## src/rtl/dmem_arbiter_if.sv

```systemverilog
// dmem_arbiter_if: requester and memory signals of the two-port data memory arbiter.
interface dmem_arbiter_if #(parameter int ADDR_W = 5);
    logic              r0_req;
    logic              r0_we;
    logic [ADDR_W-1:0] r0_addr;
    logic [31:0]       r0_wdata;
    logic              r0_gnt;
    logic              r0_done;
    logic [31:0]       r0_rdata;
    logic              r1_req;
    logic              r1_we;
    logic [ADDR_W-1:0] r1_addr;
    logic [31:0]       r1_wdata;
    logic              r1_gnt;
    logic              r1_done;
    logic [31:0]       r1_rdata;
    logic [ADDR_W-1:0] mem_addr;
    logic              mem_we;
    logic [7:0]        mem_wdata;
    logic [7:0]        mem_rdata;
    logic              busy;

    modport slave (
        input  r0_req, r0_we, r0_addr, r0_wdata, r1_req, r1_we, r1_addr, r1_wdata, mem_rdata,
        output r0_gnt, r0_done, r0_rdata, r1_gnt, r1_done, r1_rdata, mem_addr, mem_we, mem_wdata, busy
    );

    modport master (
        output r0_req, r0_we, r0_addr, r0_wdata, r1_req, r1_we, r1_addr, r1_wdata, mem_rdata,
        input  r0_gnt, r0_done, r0_rdata, r1_gnt, r1_done, r1_rdata, mem_addr, mem_we, mem_wdata, busy
    );
endinterface

```

## src/rtl/dmem_arbiter.sv

```systemverilog
// dmem_arbiter: round-robin arbiter serialising 32-bit big-endian word accesses into byte beats.
module dmem_arbiter #(parameter int ADDR_W = 5) (
    input logic          clk_i,
    input logic          rst_i,
    dmem_arbiter_if.slave bus_io
);
    typedef enum logic [1:0] {IDLE, XFER, DONE} state_e;

    state_e            state_q;
    logic [1:0]        k_q;
    logic              last_q;
    logic              sel_q;
    logic              we_q;
    logic              busy_q;
    logic              done_q;
    logic [ADDR_W-1:0] mem_addr_q;
    logic              mem_we_q;
    logic [7:0]        mem_wdata_q;
    logic [31:0]       wdata_q;
    logic [31:0]       rbuf_q;
    logic [31:0]       rdata0_q;
    logic [31:0]       rdata1_q;

    logic              pick_d;
    logic              we_d;
    logic [ADDR_W-1:0] addr_d;
    logic [31:0]       wdata_d;
    logic [31:0]       rbuf_d;

    // pick_d = 1 grants requester 1; on a tie the side not granted last wins
    always_comb begin
        pick_d  = bus_io.r1_req & (~bus_io.r0_req | ~last_q);
        we_d    = pick_d ? bus_io.r1_we : bus_io.r0_we;
        addr_d  = pick_d ? bus_io.r1_addr : bus_io.r0_addr;
        wdata_d = pick_d ? bus_io.r1_wdata : bus_io.r0_wdata;
        rbuf_d  = {rbuf_q[23:0], bus_io.mem_rdata};
    end

    always_ff @(posedge clk_i or posedge rst_i) begin
        if (rst_i) begin
            state_q     <= IDLE;
            k_q         <= '0;
            last_q      <= 1'b1;
            sel_q       <= 1'b0;
            we_q        <= 1'b0;
            busy_q      <= 1'b0;
            done_q      <= 1'b0;
            mem_addr_q  <= '0;
            mem_we_q    <= 1'b0;
            mem_wdata_q <= '0;
            wdata_q     <= '0;
            rbuf_q      <= '0;
            rdata0_q    <= '0;
            rdata1_q    <= '0;
        end else begin
            case (state_q)
                IDLE: if (bus_io.r0_req | bus_io.r1_req) begin
                    state_q     <= XFER;
                    k_q         <= '0;
                    sel_q       <= pick_d;
                    last_q      <= pick_d;
                    we_q        <= we_d;
                    busy_q      <= 1'b1;
                    mem_addr_q  <= addr_d;
                    mem_we_q    <= we_d;
                    mem_wdata_q <= wdata_d[31:24];
                    wdata_q     <= {wdata_d[23:0], 8'h00};
                end
                // both the write word and the read buffer shift MSB-first, one byte per beat
                XFER: begin
                    rbuf_q      <= rbuf_d;
                    k_q         <= k_q + 2'd1;
                    mem_addr_q  <= mem_addr_q + ADDR_W'(1);
                    mem_wdata_q <= wdata_q[31:24];
                    wdata_q     <= {wdata_q[23:0], 8'h00};
                    if (k_q == 2'd3) begin
                        state_q  <= DONE;
                        mem_we_q <= 1'b0;
                        done_q   <= 1'b1;
                        if (!we_q && !sel_q) rdata0_q <= rbuf_d;
                        if (!we_q && sel_q) rdata1_q <= rbuf_d;
                    end
                end
                DONE: begin
                    state_q <= IDLE;
                    busy_q  <= 1'b0;
                    done_q  <= 1'b0;
                end
                default: state_q <= IDLE;
            endcase
        end
    end

    assign bus_io.r0_gnt    = busy_q & ~sel_q;
    assign bus_io.r1_gnt    = busy_q & sel_q;
    assign bus_io.r0_done   = done_q & ~sel_q;
    assign bus_io.r1_done   = done_q & sel_q;
    assign bus_io.r0_rdata  = rdata0_q;
    assign bus_io.r1_rdata  = rdata1_q;
    assign bus_io.mem_addr  = mem_addr_q;
    assign bus_io.mem_we    = mem_we_q;
    assign bus_io.mem_wdata = mem_wdata_q;
    assign bus_io.busy      = busy_q;
endmodule

```

## src/flat_wrapper.sv

```systemverilog
// flat-port wrapper written by rule: the top's interface ports become plain ports
module dmem_arbiter_flat 
#(parameter int ADDR_W = 5)
  (clk_i, rst_i, bus_io_r0_req, bus_io_r0_we, bus_io_r0_addr, bus_io_r0_wdata, bus_io_r1_req, bus_io_r1_we, bus_io_r1_addr, bus_io_r1_wdata, bus_io_mem_rdata, bus_io_r0_gnt, bus_io_r0_done, bus_io_r0_rdata, bus_io_r1_gnt, bus_io_r1_done, bus_io_r1_rdata, bus_io_mem_addr, bus_io_mem_we, bus_io_mem_wdata, bus_io_busy);
  dmem_arbiter_if #(.ADDR_W(ADDR_W)) bus_io_i ();
  input logic clk_i;
  input logic rst_i;
  input wire logic [$bits(bus_io_i.r0_req)-1:0] bus_io_r0_req;
  input wire logic [$bits(bus_io_i.r0_we)-1:0] bus_io_r0_we;
  input wire logic [$bits(bus_io_i.r0_addr)-1:0] bus_io_r0_addr;
  input wire logic [$bits(bus_io_i.r0_wdata)-1:0] bus_io_r0_wdata;
  input wire logic [$bits(bus_io_i.r1_req)-1:0] bus_io_r1_req;
  input wire logic [$bits(bus_io_i.r1_we)-1:0] bus_io_r1_we;
  input wire logic [$bits(bus_io_i.r1_addr)-1:0] bus_io_r1_addr;
  input wire logic [$bits(bus_io_i.r1_wdata)-1:0] bus_io_r1_wdata;
  input wire logic [$bits(bus_io_i.mem_rdata)-1:0] bus_io_mem_rdata;
  output wire logic [$bits(bus_io_i.r0_gnt)-1:0] bus_io_r0_gnt;
  output wire logic [$bits(bus_io_i.r0_done)-1:0] bus_io_r0_done;
  output wire logic [$bits(bus_io_i.r0_rdata)-1:0] bus_io_r0_rdata;
  output wire logic [$bits(bus_io_i.r1_gnt)-1:0] bus_io_r1_gnt;
  output wire logic [$bits(bus_io_i.r1_done)-1:0] bus_io_r1_done;
  output wire logic [$bits(bus_io_i.r1_rdata)-1:0] bus_io_r1_rdata;
  output wire logic [$bits(bus_io_i.mem_addr)-1:0] bus_io_mem_addr;
  output wire logic [$bits(bus_io_i.mem_we)-1:0] bus_io_mem_we;
  output wire logic [$bits(bus_io_i.mem_wdata)-1:0] bus_io_mem_wdata;
  output wire logic [$bits(bus_io_i.busy)-1:0] bus_io_busy;
  assign bus_io_i.r0_req = bus_io_r0_req;
  assign bus_io_i.r0_we = bus_io_r0_we;
  assign bus_io_i.r0_addr = bus_io_r0_addr;
  assign bus_io_i.r0_wdata = bus_io_r0_wdata;
  assign bus_io_i.r1_req = bus_io_r1_req;
  assign bus_io_i.r1_we = bus_io_r1_we;
  assign bus_io_i.r1_addr = bus_io_r1_addr;
  assign bus_io_i.r1_wdata = bus_io_r1_wdata;
  assign bus_io_i.mem_rdata = bus_io_mem_rdata;
  assign bus_io_r0_gnt = bus_io_i.r0_gnt;
  assign bus_io_r0_done = bus_io_i.r0_done;
  assign bus_io_r0_rdata = bus_io_i.r0_rdata;
  assign bus_io_r1_gnt = bus_io_i.r1_gnt;
  assign bus_io_r1_done = bus_io_i.r1_done;
  assign bus_io_r1_rdata = bus_io_i.r1_rdata;
  assign bus_io_mem_addr = bus_io_i.mem_addr;
  assign bus_io_mem_we = bus_io_i.mem_we;
  assign bus_io_mem_wdata = bus_io_i.mem_wdata;
  assign bus_io_busy = bus_io_i.busy;
  dmem_arbiter #(.ADDR_W(ADDR_W)) u_core (.clk_i(clk_i), .rst_i(rst_i), .bus_io(bus_io_i));
endmodule
```

## config.mk

```make
export PLATFORM = sky130hd
export DESIGN_NAME = dmem_arbiter_flat
export DESIGN_NICKNAME = d
export VERILOG_FILES = /design/src/rtl/dmem_arbiter_if.sv /design/src/rtl/dmem_arbiter.sv /design/src/flat_wrapper.sv
export SDC_FILE = /design/constraint.sdc
export NUM_CORES = 1
export LEC_CHECK = 0
export CORE_MARGIN = 4
export CORE_UTILIZATION = 43
export DETAILED_ROUTE_END_ITERATION = 6
export GPL_TIMING_DRIVEN = 0
export HOLD_SLACK_MARGIN = 0.08
export PLACE_DENSITY = 0.76
export SYNTH_ARGS = -nofsm -noshare
export SYNTH_HDL_FRONTEND = slang
export SYNTH_SLANG_ARGS = --single-unit
export TNS_END_PERCENT = 10
```

## constraint.sdc

```tcl
create_clock -name clk_i -period 4.9 [get_ports clk_i]
set_clock_uncertainty 0.05 [all_clocks]
set_input_delay 1.47 -clock clk_i [delete_from_list [all_inputs] [get_ports clk_i]]
set_output_delay 1.47 -clock clk_i [all_outputs]
set_load 0.02 [all_outputs]
```

==> impl_metrics.csv <==
group,metric,value,unit
final_layout,drive_gt1_frac,0.1754,
logic_synthesis,syn_area_per_cell,12.34,um2
worst_setup_path,cp_data_arrival_time,3390,ps
place,pre_cts_ws,1267,ps
logic_synthesis,synth_top_cell_by_area,"dfrtp_1",
place,placed_area,7911,um2
final_layout,n_antenna_cell,0,
worst_setup_path,cp-start-kind,"primary input",
logic_synthesis,synthesis.area,5898,um2
pwr,switching_share,0.3498,
clocking,cts_max_level,4,
floorplanning,io_pins,171,
clocking,insertion_delay,420,ps
pwr,power,5.849,mW
final_layout,design_area,8605,um2
timing,finalWorstSetupSlack,1724,ps
worst_hold_path,worstHoldPathType,"flop to flop",
outcome,status,"complete, no violations",
logic_synthesis,async_reset_ff_frac,1.000,
pwr,power_frac_comb,0.406,
logic_synthesis,ys_top_cells_by_area,"dfrtp_1 (57%), mux2_4 (7.6%), mux2i_1 (7.6%)",
route,drc,0,
timing,finalHoldViolCount,0,
clocking,clock-sinks,135,
global_route,antenna_found_initial,0,
final_layout,area.sequential,3379,um2
place,dp_cells,828,
clocking,holdBufCountCts,0,
logic_synthesis,ys_warn_count,0,
logic_synthesis,synth_seq_cells,135,
timing,holdWs,433.4,ps
logic_synthesis,synth-simple-area-share,0.09122,
logic_synthesis,netlist.area_leader.share,0.5685,
global_route,track_usage,0.2034,
clocking,cts_root_buf,"clkbuf_16",
place,io_buffers,170,
timing,worst_pin_slew,806.1,ps
global_route,grt_max_degree,43,
floorplanning,rows,42,
final_layout,finalCoreUtilization,0.6446,
global_route,grt_pass1_vias,4783,
clocking,cts_tree,"yes",
timing,max_freq,314.9,MHz
route,viasPerCell,5.100,
clocking,cts_inserted_buffers,17,
logic_synthesis,ys_seq_area_frac,0.5730,
global_route,grt-ovfl-total,0,
logic_synthesis,muxShareOfSynthArea,0.2215,
logic_synthesis,synthFlopType,"dfrtp_1",
pwr,sequentialPowerShare,0.340,
worst_setup_path,cp_max_fo,10,
floorplanning,initial_core_util,0.4419,
worst_setup_path,path_class,"primary input to flop",
timing,setup_viol,0,
route,wl,15610,um
timing,relSlewSlack,0.4606,
pwr,total_leakage_power,3.915,nW
timing,rsz0062_at_grt,"no",
route,ant_nets,0,
logic_synthesis,yosysUniqueCellTypes,36,
timing,slew_violations,0,
logic_synthesis,yosys.area_share.xor_xnor,0,
final_layout,multi_input_area,2301,um2
logic_synthesis,synth_edf_count,0,
logic_synthesis,synth_fa_ha_area_frac,0.004243,
clocking,ctsResizeCount,0,
timing,fin_crit,3176,ps
route,routedWlPerCell,18.15,um
global_route,grt_pass1_wl,25370,um
floorplanning,core_area,13350,um2
worst_setup_path,critPathCaptureType,"flop",
logic_synthesis,synth_top_family_by_area,"multiplexers",
pwr,peakVddDrop,0.3230,mV
clocking,clock_path_buffers,2,
place,hpwl,11470,um
final_layout,n_fill_cell,1021,
pwr,p_int,3.803,mW
route,drt-pass1-iter-count,4,
place,routabilityCongestion,0.8157,
clocking,post_cts_buffers,0,
pwr,p_switching,2.046,mW
floorplanning,die_y,125.1,um
worst_setup_path,crit_required,5110,ps
pwr,power_density,679.8,nW/um2
floorplanning,die_area,15660,um2
logic_synthesis,synthCells,478,
route,num_vias,4386,
route,drtIter0Drc,293,
final_layout,fin_cells,860,
logic_synthesis,synth_compound_area_frac,0.07319,
floorplanning,fp.dieW,125.1,um
final_layout,fin_nets,761,
logic_synthesis,synth_nets,568,
pwr,clkPwrFrac,0.254,
job,cap_violations,0,
timing,tns,0,ps
final_layout,synthToLayoutAreaGrowth,45.88,%
clocking,cts.clk_slew.worst_paths,60,ps
timing,fin_crit_sh,0.6481,
[critical path, stage by stage]
cell and delay (ps):
clkdlybuf4s50_1 550, a21boi_0 380, buf_4 300, buf_4 250
mux2i_1 280, o221ai_1 140
[layout make-up]
cell class	instances	area share
clock buffers	19	0.05148
flip-flops and latches	135	0.3928
well taps	176	0.02559
multi-input cells	299	0.2674
plain buffers	31	0.01963
inverters	13	0.006107
repair buffers	174	0.2079
clock inverters	13	0.02908
[sequential cells by signal (all words and copies together), names as in the netlist]
signal,cells
u_core.bus_io.busy,1
u_core.bus_io.mem_addr,5
u_core.bus_io.mem_wdata,8
u_core.bus_io.mem_we,1
u_core.bus_io.r0_rdata,32
u_core.bus_io.r1_rdata,32
u_core.done_q,1
u_core.k_q,2
u_core.last_q,1
u_core.rbuf_q,24
u_core.sel_q,1
u_core.state_q,2
u_core.wdata_q,24
u_core.we_q,1
[synth_stat cells (all sizes together), types with 2 or more instances]
master	number
and2	3
nor2	4
a21oi	5
o21ai	23
and4	2
o211ai	9
a22o	2
a221oi	2
nand3	2
nor3	2
nor2b	3
buf	14
inv	13
clkbuf	17
o221ai	16
dfrtp	134
and3b	2
ha	2
mux2i	45
mux2	66
nand2	101
[placed cells by master (no fill, tap or decap), drive strengths merged, types with 2 or more instances in the layout]
master	synthesis	final
a21oi	5	5
a221oi	2	2
a22o	2	2
and2	3	3
and3b	2	2
and4	2	2
buf	14	18
bufinv	0	7
clkbuf	17	36
clkdlybuf4s50	0	170
clkinv	0	5
clkinvlp	0	2
dfrtp	134	134
ha	2	2
inv	13	12
mux2	66	66
mux2i	45	45
nand2	101	101
nand3	2	2
nor2	4	4
nor2b	3	3
nor3	2	2
o211ai	9	9
o21ai	23	23
o221ai	16	16
[cells by family (layout without fill, tap and decap cells)]
| group | Yosys count | after routing |
|---|---|---|
| muxes | 111 | 111 |
| and+or+nand+nor | 123 | 123 |
| buffers and inverters | 44 | 250 |
| adders and majority gates | 2 | 2 |
| DFF | 135 | 135 |
| AOI/OAI and AO/OA | 63 | 63 |
[path summary, 6_finish.rpt]
path                                          from                          to  slack, ps  cells past startpoint
min in group asynchronous                    rst_i  u_core.bus_io.mem_wdata[1]       1240                      2
worst max register to register       u_core.k_q[0]   u_core.bus_io.r0_rdata[3]       2850                      5
worst min-delay path            u_core.wdata_q[16]          u_core.wdata_q[24]        430                      2
worst max-delay path                 bus_io_r1_req          u_core.wdata_q[26]       1720                      6
worst min register to register  u_core.wdata_q[16]          u_core.wdata_q[24]        430                      2
max in group asynchronous                    rst_i  u_core.bus_io.r0_rdata[14]       2730                      5
[routing by layer]
metal  vias up  routed length (um)  GRT usage
li1       2050                   -          -
met1      2196                6699     0.2606
met2       116                7979     0.3413
met3        24                 652    0.04776
met4         0                 277    0.06952
met5         -                   0          0
[power by group through the flow]
| stage | registers (mW) | clock network, mW | logic, mW |
|---|---|---|---|
| after global placement | 1.97 | 0 | 2.30 |
| after detailed placement | 2.00 | 0 | 2.37 |
| after floorplan | 2.25 | 0 | 1.03 |
| final | 1.99 | 1.49 | 2.37 |
| after CTS | 1.99 | 1.51 | 2.39 |
| after global routing | 2.05 | 1.55 | 2.55 |
(Power assumes the default switching activity.)
